===== src/rtl/down_counter_pkg.sv =====
// Shared counter definitions: FSM state encoding used by both the
// up- and down-counter blocks so they agree on one set of codes.
package down_counter_pkg;

    localparam logic [1:0] IDLE = 2'd0;
    localparam logic [1:0] RUN  = 2'd1;
    localparam logic [1:0] DONE = 2'd2;

    typedef enum logic [1:0] {
        ST_IDLE = IDLE,
        ST_RUN  = RUN,
        ST_DONE = DONE
    } cnt_state_e;

endpackage


===== src/rtl/down_counter.sv =====
// Loadable down-counter / timer with one-shot or auto-reload mode.
// Ports:
//   clk_i         clock, all state on rising edge
//   a_rst_n_i     asynchronous active-low reset
//   en_i          count enable (low = hold)
//   stop_i        abort run, return to IDLE
//   load_valid_i  load request
//   load_ready_o  load accepted when high (state != RUN)
//   load_val_i    start/reload value, clamped to MAX_VALUE
//   auto_reload_i mode sampled on accept: 1 periodic, 0 one-shot
//   val_o         current count
//   busy_o        high in RUN
//   tc_o          terminal-count pulse, one clock wide
//   done_o        high in DONE
module down_counter
    import down_counter_pkg::*;
#(
    parameter int MAX_VALUE = 255,
    parameter int WIDTH     = $clog2(MAX_VALUE + 1)
) (
    input  logic             clk_i,
    input  logic             a_rst_n_i,
    input  logic             en_i,
    input  logic             stop_i,
    input  logic             load_valid_i,
    output logic             load_ready_o,
    input  logic [WIDTH-1:0] load_val_i,
    input  logic             auto_reload_i,
    output logic [WIDTH-1:0] val_o,
    output logic             busy_o,
    output logic             tc_o,
    output logic             done_o
);

    localparam logic [WIDTH-1:0] MAXV = WIDTH'(MAX_VALUE);
    localparam logic [WIDTH-1:0] ONE  = WIDTH'(1);

    cnt_state_e       state;
    cnt_state_e       state_n;
    logic [WIDTH-1:0] count;
    logic [WIDTH-1:0] count_n;
    logic [WIDTH-1:0] reload;
    logic [WIDTH-1:0] reload_n;
    logic             mode;
    logic             mode_n;
    logic             tc;
    logic             tc_n;

    logic             accept;
    logic [WIDTH-1:0] load_clamp;

    // Ready depends only on the state register.
    assign load_ready_o = (state != ST_RUN);
    assign accept       = load_valid_i & load_ready_o;

    // ">=" keeps the compare non-constant when WIDTH exactly fits MAX_VALUE.
    assign load_clamp = (load_val_i >= MAXV) ? MAXV : load_val_i;

    always_ff @(posedge clk_i or negedge a_rst_n_i) begin
        if (!a_rst_n_i) begin
            state  <= ST_IDLE;
            count  <= '0;
            reload <= '0;
            mode   <= 1'b0;
            tc     <= 1'b0;
        end else begin
            state  <= state_n;
            count  <= count_n;
            reload <= reload_n;
            mode   <= mode_n;
            tc     <= tc_n;
        end
    end

    always_comb begin
        state_n  = state;
        count_n  = count;
        reload_n = reload;
        mode_n   = mode;
        tc_n     = 1'b0;

        unique case (state)
            ST_IDLE, ST_DONE: begin
                if (accept) begin
                    count_n  = load_clamp;
                    reload_n = load_clamp;
                    mode_n   = auto_reload_i;
                    if (load_clamp == '0) begin
                        // Zero load expires at once in either mode.
                        state_n = ST_DONE;
                        tc_n    = 1'b1;
                    end else begin
                        state_n = ST_RUN;
                    end
                end else if (stop_i && state == ST_DONE) begin
                    state_n = ST_IDLE;
                    count_n = '0;
                end
            end
            ST_RUN: begin
                if (stop_i) begin
                    state_n = ST_IDLE;
                    count_n = '0;
                end else if (en_i) begin
                    if (count > ONE) begin
                        count_n = count - ONE;
                    end else if (count == ONE) begin
                        count_n = '0;
                        tc_n    = 1'b1;
                        if (!mode) begin
                            state_n = ST_DONE;
                        end
                    end else begin
                        // count == 0 in RUN only follows a periodic tc.
                        count_n = reload;
                    end
                end
            end
            default: begin
                state_n = ST_IDLE;
                count_n = '0;
            end
        endcase
    end

    assign val_o  = count;
    assign tc_o   = tc;
    assign busy_o = (state == ST_RUN);
    assign done_o = (state == ST_DONE);

endmodule


===== config.mk =====
export PLATFORM = sky130hd
export DESIGN_NAME = down_counter
export DESIGN_NICKNAME = d
export VERILOG_FILES = /design/src/rtl/down_counter_pkg.sv /design/src/rtl/down_counter.sv
export SDC_FILE = /design/constraint.sdc
export NUM_CORES = 1
export LEC_CHECK = 0
export CORE_MARGIN = 2
export CORE_UTILIZATION = 54
export CTS_CLUSTER_DIAMETER = 200
export DETAILED_ROUTE_END_ITERATION = 6
export PLACE_DENSITY = 0.84
export SLEW_MARGIN = 5
export SYNTH_ARGS = -nofsm -noshare
export SYNTH_HDL_FRONTEND = slang
export SYNTH_SLANG_ARGS = --single-unit

===== constraint.sdc =====
create_clock -name clk_i -period 5.25 [get_ports clk_i]
set_input_delay 1.05 -clock clk_i [delete_from_list [all_inputs] [get_ports clk_i]]
set_output_delay 1.05 -clock clk_i [all_outputs]
set_load 0.005 [all_outputs]

==> run_results.csv, run 1 <==
group,metric,value,unit
setup_path,critPathLaunchType,"primary input",
grt,antenna_violations_before_repair,0,
grt,wire_length_of_the_first_global_routing_pass,5.28,mm
cts,cts.clk_slew.worst_paths,110,ps
die,dieArea,2710,um^2
cts,cts_htree_levels,1,
route,routed_wire_length_per_instance,15.9,um
setup_path,worstSetupPathType,"primary input to flop",
setup_path,crit_path_end,"state[1]",
route,finalWirelength,3.10,mm
die,fp-row-count,17,
synthesis,yosysWarningCount,0,
synthesis,async_reset_ff_frac,1.00,
synthesis,synth_area_per_cell,8.54,um^2
finish,final_layout_size_suffix_gt1_frac,0.0539,
die,dieHeight,52.0,um
synthesis,synth_cell_type_count,47,
cts,cts_resized,0,
timing,grt_setup_unrepaired,"no",
timing,timing.setup.tns,0,ps
cts,cts-hold-fix-buffers,0,
setup_path,regToRegEndpoint,"state[1]",
grt,overall_overflow_remaining_after_global_route,0,
cts,cts_root_buf,"clkbuf_4",
timing,maxSlewViolCount,0,
finish,final_cell_count_no_fill,195,
setup_path,worstRegToRegCells,4,
route,initialDrtViolationCount,47,
grt,grt.total_usage,0.259,
power_and_ir_drop,ir_worst_vdd,0.326,mV
route,drcViolationCount,0,
cts,insertion_delay,310,ps
power_and_ir_drop,power.density,556,nW/um^2
synthesis,yosysMostFrequentCell,"nand2_1",
finish,diodes,0,
timing,maxSlewHeadroom,0.325,
finish,nNetsFinal,185,
setup_path,critPathRequiredTime,5440,ps
route,via_count,1259,
setup_path,critPathLaunch,"load_valid_i",
cts,cts_tree,"yes",
timing,tightestPinTransition,1010,ps
placement,port_buffers,25,
job,number_of_violations_of_the_max_capacitance_limit,0,
placement,routabilityCongestion,0.889,
setup_path,crit_fanout,15,
synthesis,top_area_cell_type_share_of_the_netlist_area,0.402,
placement,dp_slack,2170,ps
timing,post_route_worst_setup_slack,2380,ps
route,avgViaCountPerCell,6.46,
synthesis,synth_top_cells_by_count,"nand2_1 (32), dfrtp_1 (20), nor2_1 (9)",
die,coreArea,2190,um^2
setup_path,worst_setup_slack_for_register_to_register_paths,3170,ps
die,io_pins,26,
setup_path,crit_slowest_cell,"nor2b_1",
placement,dp_cells,192,
synthesis,synth.largest_area_cell,"dfrtp_1",
timing,fin_crit,2870,ps
power_and_ir_drop,power.leakage,0.653,nW
timing,post-route-period-util,0.546,
grt,maximum_number_of_pins_on_one_net_before_global_route_repair,21,
synthesis,synthesis.area,1250,um^2
timing,setup-violations-final,0,
worst_hold_path,hold_path.class,"flop to flop",
synthesis,synth-edff-count,0,
run_status,result_of_the_run,"finished clean",
die,die-width,52.0,um
cts,cts_setup_buffers,0,
setup_path,cp_data_arrival_time,3060,ps
route,drt_pass1_iterations,4,
setup_path,cp_cell_sequence,"clkdlybuf4s50_1 -> nor2b_1 -> nand3_1 -> a211o_1 -> o41ai_1",
timing,hold_viol_final,0,
synthesis,ys.flop_type,"dfrtp_1",
synthesis,synthCells,146,
route,antenna_left,0,
synthesis,syn_nets,162,
setup_path,cp-end-kind,"flop",
synthesis,synth-seq-cells,20,
synthesis,synth.top_cells.by_area,"dfrtp_1 (40%), nand2_1 (9.6%), o211ai_1 (3.6%)",
cts,max-clock-path-buffers,2,
finish,syn_to_final_growth,21.8,%
setup_path,reg2reg_from,"state[0]",
synthesis,synth.yosys.seq_area_share,0.402,
die,start_util,0.569,
cts,cts.sinks,20,
cts,cts_made_buffers,3,
grt,via_count_of_the_first_global_routing_pass,1127,
timing,max_clock_freq,0.349,GHz
timing,clock-skew-final,5.54,ps
placement,dp_hpwl,2.23,mm
setup_path,peak_per_stage_delay_on_the_critical_path,830,ps
[worst max-delay path: cells and delay by family]
family                 cells  cell delay, ps
and+or+nand+nor            2            1050
buffers and inverters      1             560
AOI/OAI and AO/OA          2             390
[cell type report]
type                            instances  area (um^2)
Clock buffer                            3         22.5
Fill cell                             182          673
Inverter                                7         26.3
Multi-Input combinational cell        112          683
Sequential cell                        20          500
Tap cell                               28         35.0
Timing Repair Buffer                   25          250
[flip-flops by register name (all words and copies together) (netlist names)]
name and count:
reload 8, val_o 8, state 2, mode 1
tc_o 1
[kinds of logic (layout without fill, tap and decap cells)]
family                   Yosys count  in the layout  synth area share
adder cells (fa/ha/maj)            2              2            0.0201
AND/OR/NAND/NOR                   73             73             0.309
XOR/XNOR                           1              1           0.00703
AO/OA/AOI/OAI                     34             34             0.195
multiplexers                       2              2            0.0171
buffers and inverters             14             35            0.0502
flip-flops                        20             20             0.402
[where the power goes]
part | switching [mW] | internal, mW | total [mW]
sequential | 0.0899 | 0.218 | 0.308
combinational | 0.234 | 0.226 | 0.461
clock | 0.0484 | 0.0268 | 0.0752
total | 0.373 | 0.471 | 0.844
[worst min-delay path by stage]
stage,start,to,slack (ps),cells past startpoint
after floorplan,reload[5],reload[5],440,2
after global placement,reload[5],reload[5],460,2
after detailed placement,reload[5],reload[5],470,2
after CTS,reload[5],reload[5],490,2
after global routing,reload[2],reload[2],520,2
final,reload[5],reload[5],490,2
[through the flow]
stage	area, um^2	hold WS [ps]	power, mW	util
4_1_cts	1520	494	0.841	0.693
3_3_place_gp	1500	455	0.747	0.682
5_1_grt	1520	525	0.912	0.693
6_report	1520	493	0.844	0.693
3_5_place_dp	1500	467	0.764	0.682
2_1_floorplan	1250	438	0.607	-
[metal layers]
metal,track usage,part of all wire,up-vias
met1,0.362,0.44,617
li1,-,-,575
met5,0,0,-
met3,0.0345,0.059,5
met2,0.416,0.49,62
met4,0.0789,0.012,0
[placed cells by master, fill, tap and decap left out, types with 2 or more instances in the layout]
cell	count
nor3_1	3
nand3_1	4
nand2_1	32
a22oi_1	3
nor4_1	4
nor2_1	9
nor4_2	2
a21oi_1	5
a211o_1	2
a21boi_1	3
or3_1	2
ha_1	2
o31ai_1	3
nor2b_1	4
clkdlybuf4s50_1	25
dfrtp_1	20
o211ai_1	6
o21ai_0	3
inv_1	7
clkbuf_4	3
Power figures use the tool's default switching activity.
==> run 2, diff against run 1 <==
--- a/config.mk
+++ b/config.mk
@@ -6,10 +6,10 @@
 export NUM_CORES = 1
 export LEC_CHECK = 0
 export CORE_MARGIN = 2
-export CORE_UTILIZATION = 54
+export CORE_UTILIZATION = 45
 export CTS_CLUSTER_DIAMETER = 200
 export DETAILED_ROUTE_END_ITERATION = 6
-export PLACE_DENSITY = 0.84
+export PLACE_DENSITY = 0.75
 export SLEW_MARGIN = 5
 export SYNTH_ARGS = -nofsm -noshare
 export SYNTH_HDL_FRONTEND = slang
==> constraint.sdc (replaced) <==
create_clock -name clk_i -period 2.5 [get_ports clk_i]
set_input_delay 0.5 -clock clk_i [delete_from_list [all_inputs] [get_ports clk_i]]
set_output_delay 0.5 -clock clk_i [all_outputs]
set_load 0.005 [all_outputs]
==> run 2 against run 1 <==
Critical path depth decreased by 2; global-route usage is 4.8 points lower; combinational power up 110%; largest power group unchanged; worst setup slack worse by 2000 ps; largest cell class unchanged; utilization shrank 12 points; clock power up 120%; first-iteration DRC count is 120% higher; count of clock-buffer cells in the layout unchanged; hold slack got worse by 6.2 ps; sequential share of layout area fell by 0.56 points.
==> run_results.csv, run 2 (same netlist as run 1, synthesis figures left out) <==
group,metric,value,unit
run_status,result_of_the_run,"finished clean",
finish,nNetsFinal,188,
cts,cts_tree,"yes",
finish,layout.cells.most_common,"nand2_1",
die,die-width,56.6,um
placement,routabilityCongestion,0.855,
cts,cts_resized,0,
grt,maximum_number_of_pins_on_one_net_before_global_route_repair,21,
finish,syn_to_final_growth,23.9,%
die,start_util,0.464,
finish,mostFrequentLayoutCells,"nand2_1 (32), clkdlybuf4s50_1 (25), dfrtp_1 (20)",
timing,maxSlewHeadroom,0.656,
setup_path,worstRegToRegCells,6,
placement,port_buffers,25,
timing,clock-skew-final,2.17,ps
route,routed_wire_length_per_instance,15.9,um
cts,cts.clk_slew.worst_paths,120,ps
cts,cts_htree_levels,1,
die,dieHeight,56.6,um
route,avgViaCountPerCell,5.93,
route,antenna_left,0,
timing,hold_viol_final,0,
timing,max_clock_freq,0.474,GHz
cts,cts_root_buf,"clkbuf_4",
timing,post_route_worst_setup_slack,391,ps
timing,setup-violations-final,0,
cts,max-clock-path-buffers,2,
cts,insertion_delay,310,ps
worst_hold_path,hold_path.class,"flop to flop",
route,initialDrtViolationCount,102,
setup_path,critPathRequiredTime,2000,ps
timing,maxSlewViolCount,0,
timing,grt_setup_unrepaired,"no",
finish,diodes,0,
setup_path,worst_setup_slack_for_register_to_register_paths,450,ps
die,dieArea,3210,um^2
placement,dp_hpwl,2.36,mm
power_and_ir_drop,power.density,1160,nW/um^2
setup_path,worstSetupPathType,"flop to primary output",
timing,timing.setup.tns,0,ps
placement,postPlaceCellArea,1520,um^2
grt,grt.total_usage,0.211,
cts,cts_made_buffers,3,
cts,cts-hold-fix-buffers,0,
route,drt_pass1_iterations,4,
grt,antenna_violations_before_repair,0,
timing,tightestPinTransition,511,ps
grt,overall_overflow_remaining_after_global_route,0,
setup_path,cp_data_arrival_time,1610,ps
timing,post-route-period-util,0.843,
grt,wire_length_of_the_first_global_routing_pass,5.35,mm
power_and_ir_drop,post-layout-total-power,1.79,mW
timing,fin_crit,2110,ps
die,io_pins,26,
finish,postLayoutCellArea,1540,um^2
placement,dp_slack,330,ps
die,coreArea,2690,um^2
setup_path,critPathLaunchType,"flop",
job,number_of_violations_of_the_max_capacitance_limit,0,
cts,cts.sinks,20,
finish,final_layout_size_suffix_gt1_frac,0.0706,
power_and_ir_drop,ir_worst_vdd,0.793,mV
power_and_ir_drop,power.leakage,0.667,nW
die,fp-row-count,19,
finish,num-fill-cells,245,
route,finalWirelength,3.19,mm
route,via_count,1191,
setup_path,cp-end-kind,"primary output",
cts,cts_setup_buffers,0,
worst_hold_path,cell_count_of_the_worst_hold_path,2,
setup_path,crit_fanout,13,
timing,whs,487,ps
grt,via_count_of_the_first_global_routing_pass,1143,
route,drcViolationCount,0,
[run 2: changes by cell type in the layout (fill, tap and decap cells not counted)]
cell,change
buf_4,+3
[run 2: through the flow]
| step | utilization | instances |
|---|---|---|
| after floorplan | - | 146 |
| after global placement | 0.566 | 198 |
| after detailed placement | 0.566 | 198 |
| after CTS | 0.575 | 201 |
| after global routing | 0.575 | 201 |
| final | 0.575 | 201 |
[run 2: layout make-up]
class / count / area [um^2] / area share
Inverter: 7 / 26.3 / 0.0170
Timing Repair Buffer: 28 / 273 / 0.177
Sequential cell: 20 / 500 / 0.324
Tap cell: 31 / 38.8 / 0.0251
Clock buffer: 3 / 22.5 / 0.0146
Multi-Input combinational cell: 112 / 683 / 0.442
[run 2: metal layers]
| metal | global-route usage | wire (um) | up-vias |
|---|---|---|---|
| li1 | - | - | 579 |
| met4 | 0.0578 | 44 | 0 |
| met1 | 0.295 | 1390 | 546 |
| met5 | 0 | 0 | - |
| met3 | 0.0253 | 216 | 8 |
| met2 | 0.346 | 1530 | 58 |
[run 2: critical path, stage by stage, from the launching register on]
cell	delay, ps
dfrtp_1	570
nand2_1	120
inv_1	110
clkdlybuf4s50_1	500
[run 2: where the power goes]
| part | internal [mW] | switching [mW] |
|---|---|---|
| sequential | 0.459 | 0.188 |
| clock | 0.0564 | 0.106 |
| combinational | 0.486 | 0.500 |
| total | 1.00 | 0.793 |
[run 2: path summary, 6_finish.rpt]
kind | start | end
worst max-delay path | state[0] | busy_o
worst min-delay path | reload[5] | reload[5]
worst max register to register | val_o[1] | val_o[4]
worst min register to register | reload[5] | reload[5]
max in group asynchronous | a_rst_n_i | state[1]
min in group asynchronous | a_rst_n_i | val_o[2]
==> run 3, diff against run 2 <==
==> constraint.sdc (replaced) <==
create_clock -name clk_i -period 1.8 [get_ports clk_i]
set_input_delay 0.36 -clock clk_i [delete_from_list [all_inputs] [get_ports clk_i]]
set_output_delay 0.36 -clock clk_i [all_outputs]
set_load 0.005 [all_outputs]
==> run 3 against run 2 <==
Die area unchanged; largest power group unchanged; critical path depth decreased by 2; count of clock-buffer cells in the layout increased by 1; sequential share of layout area decreased by 4.0 points; power increased by 63%; critical path type unchanged; design area increased by 15%; utilization increased by 8.5 points; non-clock buffer count increased by 22.
==> run_results.csv, run 3 (same netlist as run 1, synthesis figures left out) <==
group,metric,value,unit
finish,final_layout_size_suffix_gt1_frac,0.244,
die,dieHeight,56.6,um
cts,cts-hold-fix-buffers,0,
route,drt_pass1_iterations,4,
finish,final_cell_count_no_fill,224,
finish,postLayoutCellArea,1770,um^2
setup_path,worstSetupPathType,"flop to primary output",
setup_path,critPathRequiredTime,1440,ps
grt,maximum_number_of_pins_on_one_net_before_global_route_repair,21,
setup_path,critPathTopFamily,"buffers and inverters",
finish,layout.cells.most_common,"nand2_1",
power_and_ir_drop,power.switching_fraction,0.417,
setup_path,crit_fanout,8,
route,routed_wire_length_per_instance,16.3,um
setup_path,cp-end-kind,"primary output",
cts,cts.clk_slew.worst_paths,120,ps
setup_path,critPathLaunchType,"flop",
worst_hold_path,hold_path.class,"primary input to async pin",
grt,via_count_of_the_first_global_routing_pass,1203,
grt,grt.total_usage,0.220,
timing,maxSlewViolCount,0,
timing,grt_setup_unrepaired,"yes",
cts,cts_tree,"yes",
finish,diodes,0,
placement,dp_slack,-218,ps
die,start_util,0.464,
power_and_ir_drop,power.density,1650,nW/um^2
power_and_ir_drop,internal,1.70,mW
placement,routabilityCongestion,0.919,
cts,cts_htree_levels,1,
setup_path,crit_slowest_cell,"clkdlybuf4s50_1",
grt,overall_overflow_remaining_after_global_route,0,
setup_path,cp_data_arrival_time,1420,ps
run_status,result_of_the_run,"finished clean",
timing,post_route_worst_setup_slack,18.9,ps
timing,setup-violations-final,0,
job,number_of_violations_of_the_max_capacitance_limit,0,
power_and_ir_drop,pwr-share-seq,0.297,
timing,tightestPinTransition,423,ps
route,drcViolationCount,0,
die,coreArea,2690,um^2
route,initialDrtViolationCount,54,
power_and_ir_drop,ir_worst_vdd,1.19,mV
cts,cts_root_buf,"clkbuf_4",
die,dieArea,3210,um^2
power_and_ir_drop,power.leakage,0.796,nW
die,die-width,56.6,um
setup_path,peak_per_stage_delay_on_the_critical_path,570,ps
timing,hold_viol_final,0,
finish,mostFrequentLayoutCells,"nand2_1 (32), clkdlybuf4s50_1 (24), buf_4 (24)",
route,avgViaCountPerCell,5.90,
finish,syn_to_final_growth,42.3,%
die,io_pins,26,
setup_path,cp_cell_sequence,"clkdlybuf4s50_1",
die,fp-row-count,19,
power_and_ir_drop,comb_power_share,0.611,
route,antenna_left,0,
cts,cts.sinks,20,
grt,wire_length_of_the_first_global_routing_pass,5.55,mm
power_and_ir_drop,clock_power_share,0.091,
placement,postPlaceCellArea,1650,um^2
cts,cts_made_buffers,3,
finish,num-fill-cells,233,
power_and_ir_drop,p_sw,1.22,mW
route,via_count,1322,
timing,post-route-period-util,0.990,
placement,dp_hpwl,2.48,mm
cts,max-clock-path-buffers,2,
timing,clock-skew-final,6.97,ps
timing,max_clock_freq,0.561,GHz
finish,nNetsFinal,210,
route,finalWirelength,3.64,mm
timing,fin_crit,1780,ps
placement,dp_cells,214,
placement,port_buffers,25,
cts,insertion_delay,300,ps
setup_path,crit_buf_inv,1,
grt,antenna_violations_before_repair,0,
timing,maxSlewHeadroom,0.715,
## run 3: stage by stage
stage               total power, mW  hold WS [ps]   util  TNS [ps]
floorplan                      1.77          64.4      -         0
global placement               2.34           462  0.612      -828
detailed placement             2.39           464  0.612     -1200
CTS                            2.73           386  0.638         0
global route                   3.14           382  0.660     -59.5
finish                         2.92           379  0.660         0
## run 3: worst paths after layout
path	start	end	slack, ps	cells after the start
max reg2reg	val_o[0]	val_o[7]	50	7
min	a_rst_n_i	val_o[5]	380	2
min reg2reg	reload[2]	reload[2]	490	2
max	val_o[3]	val_o[3]	20	1
min in group clk_i	reload[2]	reload[2]	490	2
max in group asynchronous	a_rst_n_i	val_o[0]	1180	2
## run 3: power groups by stage
stage / Sequential, mW / Combinational [mW] / Clock, mW
final: 0.868 / 1.78 / 0.266
after global routing: 0.889 / 1.95 / 0.298
after CTS: 0.837 / 1.62 / 0.275
after detailed placement: 0.874 / 1.52 / 0
after global placement: 0.864 / 1.48 / 0
after floorplan: 0.810 / 0.964 / 0
## run 3: worst reg2reg max path: cells and delay by family (launching register included)
kind                     cells  cell delay [ps]
flip-flops                   1              440
adder cells (fa/ha/maj)      1              150
buffers and inverters        2              180
AO/OA/AOI/OAI                2              410
AND/OR/NAND/NOR              2              510
## run 3: layer usage
metal  vias to the layer above  GRT usage  wire [um]
li1                        626          -          -
met1                       633      0.296       1610
met2                        57      0.365       1760
met3                         6     0.0438        243
met4                         0     0.0476         26
met5                         -          0          0
## run 3: what timing repair did
| action | 4_1_cts | 5_1_grt |
|---|---|---|
| setup endpoints to repair | 4 | 5 |
| pin swaps | 0 | 3 |
| endpoints found under the hold margin | 0 | 0 |
| setup buffers | 4 | 2 |
| resized for setup | 2 | 12 |
## run 3: area by class of cell
type | instances | area, um^2 | share of cell area
tap | 31 | 38.8 | 0.0219
sequential | 20 | 504 | 0.284
inverter | 7 | 26.3 | 0.0148
timing repair buffer | 50 | 444 | 0.251
multi-input combinational | 112 | 723 | 0.408
clock buffer | 4 | 36.3 | 0.0205
